`config.mk`:
```
export PLATFORM = sky130hd
export DESIGN_NAME = mem_arbiter
export DESIGN_NICKNAME = d
export VERILOG_FILES = /design/src/rtl/nq_mem_pkg.sv /design/src/rtl/arb_timeout.sv /design/src/rtl/mem_arbiter.sv
export SDC_FILE = /design/constraint.sdc
export NUM_CORES = 1
export LEC_CHECK = 0
export ABC_AREA = 0
export CORE_MARGIN = 3
export CORE_UTILIZATION = 44
export DETAILED_ROUTE_END_ITERATION = 7
export HOLD_SLACK_MARGIN = 0.15
export PLACE_DENSITY = 0.95
export SLEW_MARGIN = 5
export SYNTH_ARGS = -nofsm -noshare
export SYNTH_HDL_FRONTEND = slang
export SYNTH_HIERARCHICAL = 1
export SYNTH_SLANG_ARGS = --single-unit
```
`constraint.sdc`:
```
create_clock -name clk -period 4.3 [get_ports clk]
set_clock_uncertainty 0.1 [all_clocks]
set_input_delay 1.075 -clock clk [delete_from_list [all_inputs] [get_ports clk]]
set_output_delay 1.075 -clock clk [all_outputs]
set_load 0.05 [all_outputs]
```
`src/rtl/nq_mem_pkg.sv`:
```
// Shared definitions for the memory arbiter: APB FSM state encoding and
// requester identifiers.
package nq_mem_pkg;

    localparam logic [1:0] ST_IDLE   = 2'd0;
    localparam logic [1:0] ST_SETUP  = 2'd1;
    localparam logic [1:0] ST_ACCESS = 2'd2;

    typedef enum logic {
        OWN_IF = 1'b0,
        OWN_DM = 1'b1
    } owner_e;

endpackage

```
`src/rtl/arb_timeout.sv`:
```
// Loadable wait-state counter for the APB ACCESS phase; flags expiry on the
// cycle in which the final allowed wait state is being spent.
module arb_timeout #(
    parameter int TIMEOUT = 15
) (
    input  logic clk,
    input  logic rst,
    input  logic clear,
    input  logic count_en,
    output logic expired
);

    localparam int CW = $clog2(TIMEOUT + 1);

    logic [CW-1:0] count_q;
    logic [CW-1:0] count_d;

    // Expiry is combinational so the abort lands exactly TIMEOUT cycles into ACCESS.
    assign expired = count_en && (count_q == CW'(TIMEOUT - 1));

    always_comb begin
        count_d = count_q;
        if (clear) begin
            count_d = '0;
        end else if (count_en) begin
            count_d = count_q + 1'b1;
        end
    end

    always_ff @(posedge clk) begin
        if (rst) begin
            count_q <= '0;
        end else begin
            count_q <= count_d;
        end
    end

endmodule

```
`src/rtl/mem_arbiter.sv`:
```
// Arbitrates instruction-fetch and data-memory requests onto a single APB
// master port, with bounded data bursts and an ACCESS-phase timeout.
module mem_arbiter
    import nq_mem_pkg::*;
#(
    parameter int MAX_DM_BURST = 2,
    parameter int TIMEOUT      = 15
) (
    input  logic        clk,
    input  logic        rst,
    input  logic        if_req,
    input  logic [31:0] if_addr,
    output logic [31:0] if_rdata,
    output logic        if_done,
    input  logic        dm_req,
    input  logic        dm_we,
    input  logic [31:0] dm_addr,
    input  logic [15:0] dm_wdata,
    output logic [15:0] dm_rdata,
    output logic        dm_done,
    output logic        psel,
    output logic        penable,
    output logic        pwrite,
    output logic [31:0] paddr,
    output logic [31:0] pwdata,
    input  logic [31:0] prdata,
    input  logic        apb_valid,
    output logic        busy,
    output logic        err
);

    localparam int SW = (MAX_DM_BURST > 0) ? $clog2(MAX_DM_BURST + 1) : 1;

    logic [1:0]    state_q, state_d;
    owner_e        owner_q, owner_d;
    logic [31:0]   addr_q, addr_d;
    logic          we_q, we_d;
    logic [15:0]   wdata_q, wdata_d;
    logic [SW-1:0] dm_streak_q, dm_streak_d;
    logic          if_done_q, if_done_d;
    logic          dm_done_q, dm_done_d;
    logic          err_q, err_d;
    logic [31:0]   if_rdata_q, if_rdata_d;
    logic [15:0]   dm_rdata_q, dm_rdata_d;

    logic if_elig, dm_elig, grant_if, grant_dm, done_pending, tmo_expired;

    arb_timeout #(
        .TIMEOUT(TIMEOUT)
    ) u_timeout (
        .clk     (clk),
        .rst     (rst),
        .clear   (state_q == ST_SETUP),
        .count_en((state_q == ST_ACCESS) && !apb_valid),
        .expired (tmo_expired)
    );

    always_comb begin
        if_elig      = if_req && !if_done_q;
        dm_elig      = dm_req && !dm_done_q;
        grant_dm     = dm_elig && !(if_elig && (dm_streak_q == SW'(MAX_DM_BURST)));
        grant_if     = if_elig && !grant_dm;
        // No grant while any done is pulsing, so a held request is never re-served stale.
        done_pending = if_done_q || dm_done_q;

        state_d     = state_q;
        owner_d     = owner_q;
        addr_d      = addr_q;
        we_d        = we_q;
        wdata_d     = wdata_q;
        dm_streak_d = dm_streak_q;
        if_done_d   = 1'b0;
        dm_done_d   = 1'b0;
        err_d       = 1'b0;
        if_rdata_d  = if_rdata_q;
        dm_rdata_d  = dm_rdata_q;

        case (state_q)
            ST_IDLE: begin
                if (!done_pending && (grant_dm || grant_if)) begin
                    state_d = ST_SETUP;
                    owner_d = grant_dm ? OWN_DM : OWN_IF;
                    addr_d  = grant_dm ? dm_addr : if_addr;
                    we_d    = grant_dm && dm_we;
                    wdata_d = grant_dm ? dm_wdata : 16'h0;
                    if (grant_if) begin
                        dm_streak_d = '0;
                    end else if (if_req && (dm_streak_q != SW'(MAX_DM_BURST))) begin
                        dm_streak_d = dm_streak_q + 1'b1;
                    end
                end
            end
            ST_SETUP: begin
                state_d = ST_ACCESS;
            end
            ST_ACCESS: begin
                if (apb_valid || tmo_expired) begin
                    state_d   = ST_IDLE;
                    if_done_d = (owner_q == OWN_IF);
                    dm_done_d = (owner_q == OWN_DM);
                    err_d     = !apb_valid;
                    if (owner_q == OWN_IF) begin
                        if_rdata_d = apb_valid ? prdata : 32'h0;
                    end else begin
                        dm_rdata_d = apb_valid ? prdata[15:0] : 16'h0;
                    end
                end
            end
            default: begin
                state_d = ST_IDLE;
            end
        endcase
    end

    always_ff @(posedge clk) begin
        if (rst) begin
            state_q     <= ST_IDLE;
            owner_q     <= OWN_IF;
            addr_q      <= '0;
            we_q        <= 1'b0;
            wdata_q     <= '0;
            dm_streak_q <= '0;
            if_done_q   <= 1'b0;
            dm_done_q   <= 1'b0;
            err_q       <= 1'b0;
            if_rdata_q  <= '0;
            dm_rdata_q  <= '0;
        end else begin
            state_q     <= state_d;
            owner_q     <= owner_d;
            addr_q      <= addr_d;
            we_q        <= we_d;
            wdata_q     <= wdata_d;
            dm_streak_q <= dm_streak_d;
            if_done_q   <= if_done_d;
            dm_done_q   <= dm_done_d;
            err_q       <= err_d;
            if_rdata_q  <= if_rdata_d;
            dm_rdata_q  <= dm_rdata_d;
        end
    end

    assign psel     = (state_q != ST_IDLE);
    assign penable  = (state_q == ST_ACCESS);
    assign busy     = (state_q != ST_IDLE);
    assign pwrite   = we_q;
    assign paddr    = addr_q;
    assign pwdata   = {16'h0, wdata_q};
    assign if_done  = if_done_q;
    assign dm_done  = dm_done_q;
    assign err      = err_q;
    assign if_rdata = if_rdata_q;
    assign dm_rdata = dm_rdata_q;

endmodule

```
Word-level counts from Yosys, hierarchy flattened
Cells that the tools add are included.
Cells by class
  bitwise gates (word level): 3
  shift-type cells: 0
  mux-type cells: 10
  add/subtract/negate cells: 2
  reductions and logical operators: 29
  $lt $le $gt $ge: 0
  equal/unequal tests: 7
  div/mod/pow operators: 0
  multipliers: 0
Operators by type and width (count)
  32-bit 2-to-1 mux: 2
  16-bit 2-to-1 mux: 2
  1-bit logical AND: 10
  3-bit AND reduction: 3
  2-bit 2-to-1 mux: 4
  1-bit logical NOT: 6
  2-bit one-hot mux with 3 select lines: 1
  4-bit by 1-bit adder with 4-bit output (second input constant): 1
  2-bit equality test (second input constant): 2
  4-bit equality test (second input constant): 1
  2-bit inequality test (second input constant): 2
  2-bit AND reduction: 2
  2-bit nonzero test: 2
  1-bit logical OR: 3
  1-bit NOT: 3
  3-bit OR reduction: 1
  2-bit by 1-bit adder with 2-bit output (second input constant): 1
  2-bit by 1-bit equality test with 1-bit output (second input constant): 1
  2-bit logical NOT: 1
  2-bit by 1-bit inequality test with 1-bit output (second input constant): 1
  2-bit OR reduction: 1
  1-bit 2-to-1 mux: 1
Storage, ports and cells
  latch bits: 0
  memory bits (read-only): 0
  logic and storage cells: 63
  output and inout bits: 119
  bits of input ports: 118
  flip-flop bits (word level): 109
  RAM bits: 0
  memories: 0

Depth between registers and ports, before layout
  word-level depth: 11
  mapped depth: 9
  mapped depth without buffers: 6

Hierarchy
The synthesis kept the hierarchy.
Modules (own cells, without submodules)
  mem_arbiter: area each 4628.2 µm², instances 1, cells each 519
  arb_timeout: area each 200.2 µm², instances 1, cells each 19

Worst setup path before layout
Ideal clock, no wire load.
  kind: input to register
  start point: in apb_valid
  end point: reg if_rdata_q[16], in the netlist if_rdata[16]
  buffers on the path: 2
  data arrival time: 2.615 ns
  cell stages on the path: 7
  setup slack: 1.469 ns
  cells stage by stage: clkbuf_1 -> nor2_1 -> and4_2 -> nor2_1 -> o31a_1 -> clkbuf_1 -> a22o_1
Between the ends
  word-level cells in the longest chain between the ends: 5
  elaborated cells on any way between the ends: 6
RTL lines
  start: declaration: RTL line mem_arbiter.sv:27  | input logic apb_valid,
  1-bit logical NOT: RTL line mem_arbiter.sv:54  | .count_en((state_q == ST_ACCESS) && !apb_valid),
  1-bit logical AND: RTL line mem_arbiter.sv:54
  1-bit logical AND: RTL line arb_timeout.sv:19  | assign expired = count_en && (count_q == CW'(TIMEOUT - 1));
  named net tmo_expired: RTL line mem_arbiter.sv:46  | logic if_elig, dm_elig, grant_if, grant_dm, done_pending, tmo_expired;
  1-bit logical OR: RTL line mem_arbiter.sv:97  | if (apb_valid || tmo_expired) begin
  3-bit AND reduction (no line)
  end signal: assignment: RTL line mem_arbiter.sv:138  | if_rdata_q <= if_rdata_d;
  end: declaration: RTL line mem_arbiter.sv:43  | logic [31:0] if_rdata_q, if_rdata_d;
The timed path passes the listed nets, and every way through them passes these cells.
A chain may end at the register's enable or synchronous reset.

Final worst setup path
  start point: reg state_q[1]
  end point: out penable
Between the ends
  word-level cells in the longest chain between the ends: 1
RTL lines
  start: declaration: RTL line mem_arbiter.sv:34  | logic [1:0] state_q, state_d;
  start signal: assignment: RTL line mem_arbiter.sv:129  | state_q <= state_d;
  2-bit equality test: RTL line mem_arbiter.sv:144  | assign penable = (state_q == ST_ACCESS);
  end: declaration: RTL line mem_arbiter.sv:22  | output logic penable,
No other way between the ends.

==> summary.md <==
| Metric | Value |
|---|---|
| Sink Count | `109` |
| CTS Buf Count | `9` |
| Most frequent cells in the layout | `clkdlybuf4s50_1, dfxtp_1, a21oi_1` |
| CP Launch Type | `flip-flop` |
| Final hold violations | `0` |
| Clk_lat worst skew | `0.36 ns` |
| Area post-placement | `6934 sq um` |
| Slew margin rel. | `28.65%` |
| Metal3 WL | `1.056 mm` |
| Total Routing Usage GR | `24.53%` |
| Final Instance Area | `7118 sq um` |
| R2r setup slk | `1.71 ns` |
| Initial drt markers | `600` |
| Clock power frac | `23.9%` |
| Post-CTS resize count | `0` |
| Number of routed nets with antenna violations | `0` |
| Post-synth top area cell | `dfxtp_1` |
| Number of max-cap violations | `0` |
| Placer Congestion | `0.8492` |
| Lkg Pwr | `2.459 nW` |
| Largest cells by area after synthesis | `dfxtp_1, a21oi_1, a311oi_1, o31ai_1, nand4_1` |
| CORE AREA | `10510 sq um` |
| Total I/O pin count | `237` |
| Final period demand of the worst path | `3.493 ns` |
| Number of buffers added for setup after CTS | `0` |
| Routed wl met2 | `8.095 mm` |
| DR pass1 iterations | `6` |
| Status | `completed` |
| Largest net degree at the start of global routing | `96` |
| Via density | `6.048` |
| Peak VDD IR | `0.2027 mV` |
| Comb pwr share | `31.0%` |
| Synth warnings | `6` |
| CP required | `3.12 ns` |
| Clock root buffer | `clkbuf_8` |
| Worst slew pin tran | `1.070 ns` |
| Sw Ratio | `36.31%` |
| FF-to-FF End | `if_rdata[18]` |
| Hold EP | `dm_rdata[3]` |
| Post-synth top area share | `45.19%` |
| Gr ovfl total | `0` |
| CTS H-tree depth | `3` |
| Arrival time worst endpoint | `2.32 ns` |
| Gate Count Post-Synth | `538` |
| NetSw | `0.8951 mW` |
| Core Util, Final | `67.73%` |
| Worst Hold Class | `reg -> reg` |
| CTS Buffer Depth | `2` |
| Highest metal used | `met4` |
| Tcrit/Tclk final | `81.22%` |
| Vias in the first global route | `5023` |
| Die W | `110.8 microns` |
| Routed Wire Length | `16.04 mm` |
| Yosys cell types | `45` |
| Post-DP HPWL | `10.88 mm` |
| RSZ-0062 raised after global routing | `false` |
| Synthesized cell area | `4828 sq um` |
| Worst Path Class, Setup | `reg -> out` |
| Pint | `1.570 mW` |
| Vias | `5159` |
| Post-Route Setup TNS | `0 ns` |
| Row Count | `37` |
| Antenna diodes | `0` |
| Hold Startpoint | `dm_rdata[3]` |
| P per Cell Area | `346.3 nW/um^2` |
| Initial antenna violation count | `0` |
| Non-Filler Instances | `853` |
| Commonest non-fill, non-tap cell in the layout | `clkdlybuf4s50_1` |
| Worst-path fanout max | `37` |
| Hold-fix buffers at CTS | `0` |
| Dpl cells | `838` |
| Seq/Total Area, Yosys | `45.19%` |
| IO buf count | `220` |
| # DRC | `0` |
| M1 WL | `6.160 mm` |
| Syn_area_per_cell | `8.975 sq um` |
| Setup crit end kind | `primary output` |
| Average wire per cell in the routed design | `18.80 microns` |
| Hold Path Depth | `2` |
| Finish-stage setup viols | `0` |
| Flops & latches, synth | `109` |
| R2r startpoint | `state_q[1]` |
| Final nets | `834` |
| Syn-to-layout area delta | `47.42%` |
| Maximum clock frequency | `286.3 MHz` |
| R2R depth | `7` |
| TritonCTS clock tree | `done` |
| Max Slew Vio Count | `0` |
| Flop pwr share | `45.1%` |
| Die height | `110.8 microns` |
| Hold Slack | `0.3774 ns` |
| Share of cells above drive strength 1 | `6.276%` |
| Filler instances | `796` |
| DIE AREA | `12270 sq um` |
| Initial Util | `45.95%` |
| Clock transition at path regs | `0.10 ns` |
| First-pass GRT wire length | `25.43 mm` |
stage by stage:
step / setup slack [ns] / total power, mW
3_3_place_gp: 1.088 / 1.869
4_1_cts: 0.8075 / 2.473
6_report: 0.8073 / 2.465
2_1_floorplan: 1.469 / 1.619
5_1_grt: 0.6909 / 2.555
3_5_place_dp: 0.9931 / 1.889
per-layer routing:
| layer | GRT usage [%] | vias up |
|---|---|---|
| met5 | 0 | - |
| met4 | 12.40 | 0 |
| met3 | 4.531 | 54 |
| met2 | 42.52 | 264 |
| met1 | 28.91 | 2485 |
| li1 | - | 2356 |
power groups by stage:
stage,clock [mW],sequential (mW),combinational [mW]
after global placement,0,1.13,0.741
after floorplan,0,1.33,0.288
final,0.589,1.11,0.765
after detailed placement,0,1.13,0.757
after global routing,0.637,1.12,0.799
after CTS,0.603,1.11,0.760
worst max-delay path, cell delays in order, from the launching register on:
cell and delay [ns]:
dfxtp_1 0.47, nand2b_1 0.12, inv_2 0.45, clkdlybuf4s50_1 0.92
worst max path at each step:
stage,startpoint,end,cells past startpoint
3_3_place_gp,if_req,paddr[3],4
2_1_floorplan,apb_valid,if_rdata[16],7
5_1_grt,state_q[1],penable,3
3_5_place_dp,if_req,paddr[23],4
6_report,state_q[1],penable,3
4_1_cts,state_q[1],penable,3
kinds of logic after synthesis:
group           synth area share (%)
mux                           0.2332
flops                          45.19
other cells                  0.07767
xor+xnor                      0.1814
compound gates                 29.72
buf+inv                        9.925
simple gates                   13.89
fa+ha+maj                     0.7775
cell usage after synthesis (all sizes together):
cell     number
nand3        32
o31a          1
mux2          1
o32ai        17
and3          1
conb          1
inv          22
nor3          3
buf          38
a2111oi       1
or2           2
and3b         1
and4          2
clkbuf       42
a22o         14
nand2b        2
xnor2         1
nor4          3
nor2          6
nor2b         2
a211oi        1
a311oi       32
clkinv        1
o31ai        34
a21bo         1
nor3b         2
dfxtp       109
a21oi        70
nand4        37
o21ai        35
or4           1
nand2        17
nand3b        2
nand4b        1
ha            3
flip-flops by register name, summed over array words and instances, names as in the netlist:
register / cells
dm_done: 1
wdata_q: 16
dm_rdata: 16
if_done: 1
u_timeout/count_q: 4
pwrite: 1
err: 1
state_q: 2
dm_streak_q: 2
paddr: 32
if_rdata: 32
owner_q: 1
layout make-up:
class | instances | area [sq um] | area share (%)
clock buffer | 9 | 123.9 | 1.740
tap | 136 | 170.2 | 2.391
sequential | 109 | 2182 | 30.66
multi-input combinational | 341 | 2228 | 31.31
clock inverter | 6 | 60.06 | 0.8437
inverter | 23 | 86.33 | 1.213
timing repair buffer | 229 | 2267 | 31.85
Power figures use the tool's default switching activity.
